===== src/rtl/asm18_uart_loader_pkg.sv =====
// Shared constants and state type for the asm18 UART program loader.
package asm18_loader_pkg;

  localparam int WORD_W = 18;

  localparam logic [7:0] CMD_WRITE = 8'h01;
  localparam logic [7:0] CMD_READ  = 8'h02;
  localparam logic [7:0] CMD_RUN   = 8'h03;
  localparam logic [7:0] CMD_HALT  = 8'h04;

  localparam logic [7:0] RSP_ACK = 8'hA5;
  localparam logic [7:0] RSP_NAK = 8'hEE;

  typedef enum logic [3:0] {
    IDLE,
    GET_ALO,
    GET_AHI,
    GET_CNT,
    WR_B0,
    WR_B1,
    WR_B2,
    WR_STROBE,
    RD_ADDR,
    RD_LATCH,
    TX_BYTE,
    TX_WAIT,
    RESP
  } loader_state_t;

endpackage


===== src/rtl/asm18_uart_loader.sv =====
// Byte-level host command engine: loads/dumps asm18 program memory over
// the UART pair and gates the CPU reset with RUN/HALT.
module asm18_uart_loader
  import asm18_loader_pkg::*;
#(
  parameter int ADDR_W       = 10,
  parameter int TIMEOUT_CLKS = 50000
) (
  input  logic                i_Clock,
  input  logic                i_Reset,
  input  logic                i_Rx_DV,
  input  logic [7:0]          i_Rx_Byte,
  output logic                o_Tx_DV,
  output logic [7:0]          o_Tx_Byte,
  input  logic                i_Tx_Done,
  output logic [ADDR_W-1:0]   o_Mem_Addr,
  output logic [WORD_W-1:0]   o_Mem_Wdata,
  output logic                o_Mem_We,
  input  logic [WORD_W-1:0]   i_Mem_Rdata,
  output logic                o_Cpu_Reset,
  output logic                o_Busy
);

  localparam int TMO_W = $clog2(TIMEOUT_CLKS + 1);
  localparam logic [TMO_W-1:0] TMO_MAX = TMO_W'(TIMEOUT_CLKS);

  loader_state_t       state_q, state_d;
  logic                cmd_rd_q, cmd_rd_d;
  logic [7:0]          alo_q, alo_d;
  logic [ADDR_W-1:0]   addr_q, addr_d;
  logic [8:0]          cnt_q, cnt_d;
  logic [WORD_W-1:0]   wdata_q, wdata_d;
  logic [WORD_W-1:0]   rdata_q, rdata_d;
  logic [1:0]          idx_q, idx_d;
  logic                resp_q, resp_d;
  logic [7:0]          rsp_q, rsp_d;
  logic [7:0]          tx_byte_q, tx_byte_d;
  logic [TMO_W-1:0]    tmo_q, tmo_d;
  logic                cpu_rst_q, cpu_rst_d;
  logic                arg_state;

  // State and datapath registers; everything returns to its idle value on reset.
  always_ff @(posedge i_Clock or posedge i_Reset) begin
    if (i_Reset) begin
      state_q   <= IDLE;
      cmd_rd_q  <= 1'b0;
      alo_q     <= '0;
      addr_q    <= '0;
      cnt_q     <= '0;
      wdata_q   <= '0;
      rdata_q   <= '0;
      idx_q     <= '0;
      resp_q    <= 1'b0;
      rsp_q     <= '0;
      tx_byte_q <= '0;
      tmo_q     <= '0;
      cpu_rst_q <= 1'b1;
    end else begin
      state_q   <= state_d;
      cmd_rd_q  <= cmd_rd_d;
      alo_q     <= alo_d;
      addr_q    <= addr_d;
      cnt_q     <= cnt_d;
      wdata_q   <= wdata_d;
      rdata_q   <= rdata_d;
      idx_q     <= idx_d;
      resp_q    <= resp_d;
      rsp_q     <= rsp_d;
      tx_byte_q <= tx_byte_d;
      tmo_q     <= tmo_d;
      cpu_rst_q <= cpu_rst_d;
    end
  end

  // Next-state logic: protocol parsing, memory sequencing and transmit handshake.
  always_comb begin
    state_d   = state_q;
    cmd_rd_d  = cmd_rd_q;
    alo_d     = alo_q;
    addr_d    = addr_q;
    cnt_d     = cnt_q;
    wdata_d   = wdata_q;
    rdata_d   = rdata_q;
    idx_d     = idx_q;
    resp_d    = resp_q;
    rsp_d     = rsp_q;
    tx_byte_d = tx_byte_q;
    tmo_d     = '0;
    cpu_rst_d = cpu_rst_q;

    arg_state = (state_q == GET_ALO) || (state_q == GET_AHI) || (state_q == GET_CNT) ||
                (state_q == WR_B0)   || (state_q == WR_B1)   || (state_q == WR_B2);

    // Idle gap counting; an arriving byte takes priority and leaves the counter cleared.
    if (arg_state && !i_Rx_DV) begin
      if (tmo_q == TMO_MAX) begin
        rsp_d   = RSP_NAK;
        state_d = RESP;
      end else begin
        tmo_d = tmo_q + TMO_W'(1);
      end
    end

    case (state_q)
      IDLE: begin
        if (i_Rx_DV) begin
          case (i_Rx_Byte)
            CMD_WRITE, CMD_READ: begin
              if (cpu_rst_q) begin
                cmd_rd_d = (i_Rx_Byte == CMD_READ);
                state_d  = GET_ALO;
              end else begin
                rsp_d   = RSP_NAK;
                state_d = RESP;
              end
            end
            CMD_RUN: begin
              cpu_rst_d = 1'b0;
              rsp_d     = RSP_ACK;
              state_d   = RESP;
            end
            CMD_HALT: begin
              cpu_rst_d = 1'b1;
              rsp_d     = RSP_ACK;
              state_d   = RESP;
            end
            default: begin
              rsp_d   = RSP_NAK;
              state_d = RESP;
            end
          endcase
        end
      end
      GET_ALO: if (i_Rx_DV) begin
        alo_d   = i_Rx_Byte;
        state_d = GET_AHI;
      end
      GET_AHI: if (i_Rx_DV) begin
        addr_d  = ADDR_W'({i_Rx_Byte, alo_q});
        state_d = GET_CNT;
      end
      GET_CNT: if (i_Rx_DV) begin
        cnt_d   = (i_Rx_Byte == 8'h00) ? 9'd256 : {1'b0, i_Rx_Byte};
        state_d = cmd_rd_q ? RD_ADDR : WR_B0;
      end
      WR_B0: if (i_Rx_DV) begin
        wdata_d[7:0] = i_Rx_Byte;
        state_d      = WR_B1;
      end
      WR_B1: if (i_Rx_DV) begin
        wdata_d[15:8] = i_Rx_Byte;
        state_d       = WR_B2;
      end
      WR_B2: if (i_Rx_DV) begin
        wdata_d[17:16] = i_Rx_Byte[1:0];
        state_d        = WR_STROBE;
      end
      WR_STROBE: begin
        addr_d = addr_q + ADDR_W'(1);
        cnt_d  = cnt_q - 9'd1;
        if (cnt_q == 9'd1) begin
          rsp_d   = RSP_ACK;
          state_d = RESP;
        end else begin
          state_d = WR_B0;
        end
      end
      RD_ADDR: state_d = RD_LATCH;
      RD_LATCH: begin
        rdata_d   = i_Mem_Rdata;
        tx_byte_d = i_Mem_Rdata[7:0];
        idx_d     = 2'd0;
        resp_d    = 1'b0;
        state_d   = TX_BYTE;
      end
      TX_BYTE: state_d = TX_WAIT;
      // Return point after a byte completes: resp_q marks the final response,
      // otherwise idx_q selects the next read-word byte.
      TX_WAIT: begin
        if (i_Tx_Done) begin
          if (resp_q) begin
            resp_d  = 1'b0;
            state_d = IDLE;
          end else begin
            case (idx_q)
              2'd0: begin
                idx_d     = 2'd1;
                tx_byte_d = rdata_q[15:8];
                state_d   = TX_BYTE;
              end
              2'd1: begin
                idx_d     = 2'd2;
                tx_byte_d = {6'b0, rdata_q[17:16]};
                state_d   = TX_BYTE;
              end
              default: begin
                idx_d  = 2'd0;
                addr_d = addr_q + ADDR_W'(1);
                cnt_d  = cnt_q - 9'd1;
                if (cnt_q == 9'd1) begin
                  rsp_d   = RSP_ACK;
                  state_d = RESP;
                end else begin
                  state_d = RD_ADDR;
                end
              end
            endcase
          end
        end
      end
      RESP: begin
        tx_byte_d = rsp_q;
        resp_d    = 1'b1;
        state_d   = TX_BYTE;
      end
      default: state_d = IDLE;
    endcase
  end

  assign o_Tx_DV     = (state_q == TX_BYTE);
  assign o_Tx_Byte   = tx_byte_q;
  assign o_Mem_Addr  = addr_q;
  assign o_Mem_Wdata = wdata_q;
  assign o_Mem_We    = (state_q == WR_STROBE);
  assign o_Cpu_Reset = cpu_rst_q;
  assign o_Busy      = (state_q != IDLE);

endmodule


===== config.mk =====
export PLATFORM = sky130hd
export DESIGN_NAME = asm18_uart_loader
export DESIGN_NICKNAME = d
export VERILOG_FILES = /design/src/rtl/asm18_uart_loader_pkg.sv /design/src/rtl/asm18_uart_loader.sv
export SDC_FILE = /design/constraint.sdc
export NUM_CORES = 1
export LEC_CHECK = 0
export ABC_CLOCK_PERIOD_IN_PS = 4000
export CAP_MARGIN = 40
export CORE_MARGIN = 3
export CORE_UTILIZATION = 40
export DETAILED_ROUTE_END_ITERATION = 10
export PLACE_DENSITY = 0.66
export SETUP_SLACK_MARGIN = 0.4
export SLEW_MARGIN = 20
export SYNTH_ARGS = -nofsm -noshare
export SYNTH_HDL_FRONTEND = slang
export SYNTH_SLANG_ARGS = --single-unit

===== constraint.sdc =====
create_clock -name i_Clock -period 4 [get_ports i_Clock]
set_clock_uncertainty 0.2 [all_clocks]
set_input_delay 0.8 -clock i_Clock [delete_from_list [all_inputs] [get_ports i_Clock]]
set_output_delay 0.8 -clock i_Clock [all_outputs]
set_load 0.01 [all_outputs]

; ---- Word level (Yosys, flattened, before mapping)
; Index checks and enable logic that the tools add are counted.
[totals]
regBits = 104
inputBits = 30
out_inout_bits = 40
word_cells = 126
[op_classes]
n_addsub = 3
eq_ne = 25
mux = 52
n_reduce_logical = 31
[ops]
columns = op, n
row1 = 2-to-1 mux 8 bit, 10
row2 = 2-to-1 mux 4 bit, 15
row3 = case mux 4 bit (12 select lines), 1
row4 = case mux 8 bit (3 select lines), 2
row5 = 2-to-1 mux 9 bit, 5
row6 = 2-to-1 mux 10 bit, 4
row7 = 2-to-1 mux 16 bit, 2
row8 = case mux 8 bit (2 select lines), 2
row9 = case mux 10 bit (3 select lines), 1
row10 = case mux 9 bit (3 select lines), 1
row11 = "== test 4 bit, second input constant", 5
row12 = "adder 16 x 1 -> 16 bit, second input constant", 1
row13 = "== test 16 bit, second input constant", 1
row14 = "== test 4 x 3 -> 1 bit, second input constant", 4
row15 = "== test 8 x 2 -> 1 bit, second input constant", 2
row16 = "adder 10 x 1 -> 10 bit, second input constant", 1
row17 = "!= test 2 bit, second input constant", 5
row18 = AND reduction 2 bit, 5
row19 = AND reduction 5 bit, 2
row20 = "== test 9 x 1 -> 1 bit, second input constant", 1
row21 = nonzero test 3 bit, 3
row22 = "subtractor 9 x 1 -> 9 bit, second input constant", 1
row23 = "== test 4 x 2 -> 1 bit, second input constant", 2
row24 = "== test 8 x 1 -> 1 bit, second input constant", 1
row25 = 21 further kinds, 34

; ---- Longest topological paths before layout
; Gate-level depths: netlist of run 1.
[logic_depth]
depth_word = 13
mapped_depth = 9
mapped_depth_nobuf = 7

; ---- Worst setup path before layout of run 1
; Ideal clock, no wire load.
[synth_path]
path_type = input-to-reg
startpoint = input i_Rx_Byte[2]
endpoint = register state_q[3]
setup_time_ns = 0.126
arrival_time_ns = 2.200
required_time_ns = 3.674
slack_ns = 1.474
path_stages = 6
path_buffers = 1
path_cell_list = buf_2 or4_1 nor4b_2 nor2_1 nor4_1 o21ai_1
[synth_via]
elab_chain_len = 5
elab_cells_between_ends = 6
classes_between = 2 x eq/ne / 3 x mux / 1 x reduce/logical
[synth_lines]
columns = item, line
row1 = start: declaration, asm18_uart_loader.sv:12  ; input logic [7:0] i_Rx_Byte,
row2 = == test 8 x 2 -> 1 bit or == test 8 x 1 -> 1 bit (tied branches), asm18_uart_loader.sv:107  ; case (i_Rx_Byte)
row3 = OR reduction 2 bit (*), asm18_uart_loader.sv:107
row4 = 2-to-1 mux 4 bit (*), asm18_uart_loader.sv:107
row5 = 2-to-1 mux 4 bit (*), asm18_uart_loader.sv:106  ; if (i_Rx_DV) begin
row6 = case mux 4 bit (12 select lines) (*), asm18_uart_loader.sv:104  ; case (state_q)
row7 = via state_d[3], asm18_uart_loader.sv:27  ; loader_state_t state_q, state_d;
row8 = end signal: assignment, asm18_uart_loader.sv:59  ; state_q <= state_d;
row9 = end: declaration, asm18_uart_loader.sv:27
; Mark *: on every way through the listed nets, which the timed path passes. The rest lies on a longest branch.
; A chain may end at the register's enable or synchronous reset.

; ---- Worst setup path in the final report of run 1
[layout_path]
startpoint = register state_q[3]
endpoint = output o_Busy
[layout_via]
elab_chain_len = 1
[layout_lines]
columns = item, line
row1 = nonzero test 4 bit, asm18_uart_loader.sv:226  ; assign o_Busy = (state_q != IDLE);
row2 = end: declaration, asm18_uart_loader.sv:21  ; output logic o_Busy
; Every way passes these cells.

==> qor.csv, run 1 <==
stage,metric,value,unit
clock_tree,cts_setup_buffers,0,
floorplanning,die_h,117,um
worst_setup_path,r2r_start,state_q[3]$_DFF_PP0_,
min_path,min_from,rdata_q[17]$_DFFE_PP0P_,
worst_setup_path,cp-start-kind,flip-flop,
yosys,synth_warnings,0,
power,p_per_area,691,nW/um^2
yosys,syn_inst,517,
run_status,status,completed,
min_path,holdPathEnd,rdata_q[17]$_DFFE_PP0P_,
yosys,synth_edf_count,0,
clock_tree,clock_latency,0.35,ns
global_routing,grt_usage,0.186,
clock_tree,cts_hold_buffers,0,
floorplanning,ios,70,
flow_run,drv_cap,0,
final_layout,layoutNonFillerInstCount,748,
sta,finalSetupViolations,0,
sta,rsz0062_at_grt,false,
final_layout,synthToLayoutAreaGrowth,23.8,%
global_routing,grt_max_degree,33,
worst_setup_path,r2r-end,cnt_q[8]$_DFFE_PP0P_,
yosys,syn-cell-area,4940,sq um
clock_tree,cts_tree,done,
sta,worst_pin_slew,0.803,ns
route,dr.pass1.iters,7,
route,postRouteWirelength,12000,um
route,viasPerCell,5.53,
sta,period_needed,3.40,ns
floorplanning,dieArea,13700,sq um
route,drc_errors,0,
floorplanning,initial_core_util,0.420,
worst_setup_path,crit_type,reg2out,
sta,max_freq,294,MHz
power,leakage,2.56,nW
yosys,syn_avg_cell_area,9.55,sq um
worst_setup_path,worst_path_max_delay_cell,nor4_1,
yosys,synth-seq-area-share,0.487,
worst_setup_path,setup.worst_path.end_class,primary output,
route,vias,4134,
worst_setup_path,worstPathArrival,2.40,ns
final_layout,antennaDiodeCount,0,
worst_setup_path,r2r_cells,6,
placement,dp.cells,730,
clock_tree,path_clk_slew,0.07,ns
global_routing,grt_overflow,0,
sta,slew_headroom,0.463,
global_routing,grt_pass1_wl,20000,um
worst_setup_path,critPathRequiredTime,3.00,ns
yosys,synth.ff_latch_count,96,
clock_tree,cts_buffer_depth,2,
floorplanning,core,11800,sq um
worst_setup_path,cpPeakStageDelay,0.60,ns
yosys,synth-main-ff-cell,dfrtp_1,
route,wl_per_cell,16.0,um
global_routing,grt_pass1_vias,3927,
route,drt_iter0_markers,306,
clock_tree,root_buffer,clkbuf_16,
final_layout,drive_gt1_frac,0.113,
sta,setup_tns,0,ns
yosys,synth_async_sr_flop_share,1.00,
global_routing,antenna_found_initial,0,
clock_tree,numCtsBuffers,9,
min_path,whs_path_depth,2,
clock_tree,clock_sink_count,96,
placement,gp_congestion,0.867,
worst_setup_path,ff2ff_setup_slack,1.36,ns
placement,dpl.hpwl,8610,um
sta,period_share,0.849,
placement,portBuffers,69,
sta,drv_slew,0,
worst_setup_path,crit_chain,buf_4 -> nor4_1 -> inv_1 -> clkdlybuf4s50_1,
clock_tree,ctsResizeCount,0,
min_path,hold_class,reg2reg,
yosys,synthDistinctLibCells,59,
floorplanning,num_rows,39,
clock_tree,htreeDepth,3,
route,ant_nets,0,
yosys,synth.net_count,552,
sta,hold_violations,0,
power,vdd_drop_max,371,uV
final_layout,fin_nets,614,
floorplanning,dieWidth,117,um
worst_setup_path,worstPathMaxFanout,13,
==> layer usage <==
layer	up-vias	global-route usage	wire, um
met5	-	0	0
met4	0	0.0344	78
met3	6	0.0581	745
met2	121	0.281	5520
met1	2018	0.266	5650
li1	1989	-	-
==> kinds of logic (layout without fill, tap and decap cells) <==
| family | count (synthesis) | count (layout) | synth area share |
|---|---|---|---|
| muxes | 35 | 35 | 0.0781 |
| DFF | 96 | 96 | 0.487 |
| xor gates and xnor gates | 14 | 14 | 0.0248 |
| and+or+nand+nor | 206 | 206 | 0.209 |
| AOI/OAI and AO/OA | 119 | 119 | 0.153 |
| adders and majority gates | 6 | 6 | 0.0147 |
| buffers and inverters | 41 | 108 | 0.0342 |
==> cells in the final DEF, fill, tap and decap left out, types with 9 or more instances in the layout <==
| master | instances |
|---|---|
| dfrtp_1 | 95 |
| clkdlybuf4s50_1 | 69 |
| nand2_1 | 65 |
| nor2_1 | 52 |
| a21oi_1 | 37 |
| o21ai_0 | 30 |
| mux2_2 | 28 |
| nand3_1 | 20 |
| inv_1 | 11 |
| and3_1 | 9 |
| xor2_1 | 9 |
| clkbuf_16 | 9 |
| buf_4 | 9 |
==> registers in the layout, summed over array words and instances (netlist names) <==
signal       cells
o_Mem_Wdata     18
tmo_q           16
o_Mem_Addr      10
rdata_q         10
cnt_q            9
alo_q            8
o_Tx_Byte        8
rsp_q            8
state_q          4
idx_q            2
cmd_rd_q         1
o_Cpu_Reset      1
resp_q           1
==> per-stage QoR <==
step / util / total power, W / hold WS (ns) / worst slack [ns] / area, sq um
after floorplan: - / 0.00266 / 0.234 / 0.496 / 4940
after global placement: 0.492 / 0.00330 / 0.255 / 0.846 / 5790
after detailed placement: 0.492 / 0.00333 / 0.261 / 0.738 / 5790
after CTS: 0.518 / 0.00423 / 0.277 / 0.666 / 6090
after global routing: 0.520 / 0.00453 / 0.307 / 0.505 / 6110
final: 0.520 / 0.00422 / 0.277 / 0.603 / 6110
==> cell type report <==
type                            count  area (sq um)
Tap cell                          164           205
Inverter                           12          46.3
Sequential cell                    96          2400
Clock buffer                       11           253
Multi-Input combinational cell    380          2370
Timing Repair Buffer               80           778
Clock inverter                      5          53.8
Fill cell                        1101          5650
==> power by group <==
part | switching (W) | internal, W | leakage [nW]
Sequential | 0.000333 | 0.00133 | 1.18
Combinational | 0.000856 | 0.000824 | 1.22
Clock | 0.000368 | 0.000518 | 0.156
Total | 0.00156 | 0.00267 | 2.56
==> synthesized netlist by cell type (all sizes together) (2+ instances only) <==
| library cell | count | area share |
|---|---|---|
| a21o | 3 | 0.0046 |
| nand2 | 66 | 0.051 |
| nor4 | 5 | 0.0063 |
| buf | 8 | 0.0091 |
| o211ai | 3 | 0.0046 |
| o21ai | 33 | 0.033 |
| a222oi | 8 | 0.016 |
| nor2b | 4 | 0.0051 |
| a32oi | 3 | 0.0053 |
| ha | 5 | 0.013 |
| nand2b | 5 | 0.0063 |
| a31oi | 5 | 0.0063 |
| nand3b | 3 | 0.0046 |
| mux2i | 7 | 0.014 |
| nor3 | 10 | 0.012 |
| clkbuf | 21 | 0.016 |
| and2 | 4 | 0.0051 |
| a22oi | 4 | 0.0061 |
| xnor2 | 5 | 0.0089 |
| a21oi | 37 | 0.038 |
| or4 | 4 | 0.0068 |
| o21a | 4 | 0.0061 |
| dfrtp | 95 | 0.48 |
| or3 | 5 | 0.0063 |
| nor2 | 53 | 0.044 |
| inv | 12 | 0.0091 |
| o22ai | 6 | 0.0076 |
| nand3 | 20 | 0.020 |
| mux2 | 28 | 0.064 |
| o22a | 2 | 0.0035 |
| and4 | 2 | 0.0035 |
| nand4b | 3 | 0.0053 |
| and3 | 9 | 0.011 |
| o32ai | 3 | 0.0068 |
| and4b | 2 | 0.0041 |
| xor2 | 9 | 0.016 |
| nand4 | 7 | 0.0089 |
==> worst max-delay path by stage <==
stage | startpoint | endpoint | slack [ns] | depth (start not counted)
floorplan | i_Reset | alo_q[0]$_DFFE_PP0P_ | 0.50 | 1
detailed placement | i_Rx_DV | o_Mem_Wdata[3]$_DFFE_PP0P_ | 0.74 | 5
finish | state_q[3]$_DFF_PP0_ | o_Busy | 0.60 | 4
global route | state_q[3]$_DFF_PP0_ | o_Busy | 0.51 | 4
CTS | state_q[3]$_DFF_PP0_ | o_Busy | 0.67 | 4
global placement | i_Rx_Byte[5] | state_q[3]$_DFF_PP0_ | 0.85 | 6
==> worst max-delay path: cells and delay by family, from the launching register on <==
family,cells,cell delay [ns]
buffers and inverters,3,0.96
flip-flops,1,0.50
AND/OR/NAND/NOR,1,0.60
Power figures use the tool's default switching activity.
==> run 2, diff against run 1 <==
- ABC_CLOCK_PERIOD_IN_PS: 4000 -> 2800
- PLACE_DENSITY: 0.66 -> 0.68
- clock period: 4 -> 2.8 ns (I/O delays scaled with it)
==> run 2 against run 1 <==
Against the previous run: non-clock buffer count up 26; register-to-register slack worse by 0.90 ns; global-route usage up 1.1 points; cell count up 3.5%; combinational power up 60%; critical path type is now in2reg; sequential share of layout area down 1.9 points; highest routed layer unchanged; clock power up 52%; largest cell class is now multi-input gates; count of clock-buffer cells in the layout down 1; wire length up 6.3%; worst hold slack better by 0.0027 ns; core utilization up 2.8 points.
==> qor.csv, run 2 (synthesis gave the netlist of run 1 again) <==
stage,metric,value,unit
placement,dp_slack,0.0215,ns
min_path,hold_class,reg2reg,
floorplanning,ios,70,
floorplanning,die_h,117,um
global_routing,grt_pass1_vias,4154,
clock_tree,htreeDepth,3,
worst_setup_path,cp-start-kind,input pin,
global_routing,grt_pass1_wl,21300,um
placement,portBuffers,69,
final_layout,synthToLayoutAreaGrowth,30.4,%
sta,drv_slew,0,
run_status,status,completed,
sta,period_needed,2.38,ns
power,p_per_area,991,nW/um^2
worst_setup_path,critPathRequiredTime,2.83,ns
global_routing,grt_max_degree,97,
route,viasPerCell,5.55,
sta,worst_pin_slew,0.826,ns
route,drt_iter0_markers,341,
route,dr.pass1.iters,5,
final_layout,largest_register_ffs,18,
global_routing,antenna_found_initial,0,
final_layout,layout_common_cells,"91 x dfrtp_1, 66 x clkdlybuf4s50_1, 65 x nand2_1",
clock_tree,cts_hold_buffers,0,
sta,hold_violations,0,
final_layout,antennaDiodeCount,0,
final_layout,layout_commonest_cell,dfrtp_1,
global_routing,grt_overflow,0,
worst_setup_path,crit_type,in2reg,
clock_tree,clock_sink_count,96,
placement,gp_congestion,0.862,
sta,setup_slack,0.416,ns
floorplanning,core,11800,sq um
floorplanning,initial_core_util,0.420,
floorplanning,dieArea,13700,sq um
route,postRouteWirelength,12700,um
route,ant_nets,0,
global_routing,grt_usage,0.197,
final_layout,fin_nets,640,
sta,max_freq,419,MHz
worst_setup_path,setup.worst_path.end_class,flip-flop,
clock_tree,root_buffer,clkbuf_16,
final_layout,drive_gt1_frac,0.170,
sta,period_share,0.852,
final_layout,layoutNonFillerInstCount,774,
sta,rsz0062_at_grt,true,
power,vdd_drop_max,582,uV
worst_setup_path,worstPathMaxFanout,5,
clock_tree,numCtsBuffers,9,
floorplanning,num_rows,39,
sta,slew_headroom,0.445,
route,drc_errors,0,
power,leakage,2.72,nW
clock_tree,cts_tree,done,
route,vias,4297,
sta,finalSetupViolations,0,
worst_setup_path,worstPathArrival,2.41,ns
placement,dpl.hpwl,8810,um
clock_tree,path_clk_slew,0.07,ns
route,wl_per_cell,16.5,um
floorplanning,dieWidth,117,um
sta,setup_tns,0,ns
clock_tree,clock_latency,0.35,ns
clock_tree,cts_buffer_depth,2,
sta,hold_ws,0.279,ns
final_layout,fill_cells,1072,
flow_run,drv_cap,0,
placement,dp.cells,749,
run 2: metrics by stage:
| stage | power, W | instance area, sq um | utilization |
|---|---|---|---|
| after CTS | 0.00638 | 6400 | 0.544 |
| after global placement | 0.00478 | 5960 | 0.506 |
| after floorplan | 0.00379 | 4940 | - |
| final | 0.00638 | 6440 | 0.547 |
| after global routing | 0.00684 | 6440 | 0.547 |
| after detailed placement | 0.00485 | 5960 | 0.506 |
run 2: layout make-up:
class | instances | area (sq um) | area share
clock inverter | 6 | 91.3 | 0.0142
multi-input combinational | 380 | 2440 | 0.379
inverter | 12 | 48.8 | 0.00758
tap | 164 | 205 | 0.0319
sequential | 96 | 2410 | 0.374
clock buffer | 10 | 239 | 0.0371
timing repair buffer | 106 | 1010 | 0.156
run 2: where the power goes:
part / total (W) / internal, W / switching, W / leakage (nW)
Sequential: 0.00234 / 0.00190 / 0.000441 / 1.18
Clock: 0.00135 / 0.000810 / 0.000544 / 0.151
Combinational: 0.00268 / 0.00133 / 0.00135 / 1.39
Total: 0.00638 / 0.00404 / 0.00234 / 2.72
run 2: worst paths after layout:
| check | from | to | slack (ns) | cells after the start |
|---|---|---|---|---|
| setup / recovery | i_Rx_Byte[5] | state_q[3]$_DFF_PP0_ | 0.42 | 7 |
| hold / removal | rdata_q[10]$_DFFE_PP0P_ | rdata_q[10]$_DFFE_PP0P_ | 0.28 | 2 |
| setup reg to reg | state_q[0]$_DFF_PP0_ | idx_q[1]$_DFFE_PP0P_ | 0.46 | 7 |
| hold reg to reg | rdata_q[10]$_DFFE_PP0P_ | rdata_q[10]$_DFFE_PP0P_ | 0.28 | 2 |
| max in group asynchronous | i_Reset | state_q[3]$_DFF_PP0_ | 1.48 | 3 |
| min in group asynchronous | i_Reset | tmo_q[10]$_DFF_PP0_ | 0.51 | 3 |
run 2: layer usage:
| metal | routed length (um) | up-vias | GRT usage |
|---|---|---|---|
| li1 | - | 2038 | - |
| met1 | 5900 | 2119 | 0.283 |
| met2 | 5870 | 126 | 0.297 |
| met3 | 816 | 14 | 0.0586 |
| met4 | 159 | 0 | 0.0420 |
| met5 | 0 | - | 0 |
run 2: worst max-delay path, stage by stage:
cell,delay (ns)
clkdlybuf4s50_1,0.49
or4_4,0.59
nor4b_4,0.29
buf_4,0.19
a21oi_1,0.06
a31oi_1,0.15
o21ai_1,0.08
run 2: repair_timing:
| item | CTS | global route |
|---|---|---|
| setup buffers | 9 | 0 |
| gates cloned | 0 | 0 |
| endpoints found under the setup margin | 5 | 27 |
| pin swaps | 0 | 1 |
| resized for setup | 11 | 8 |
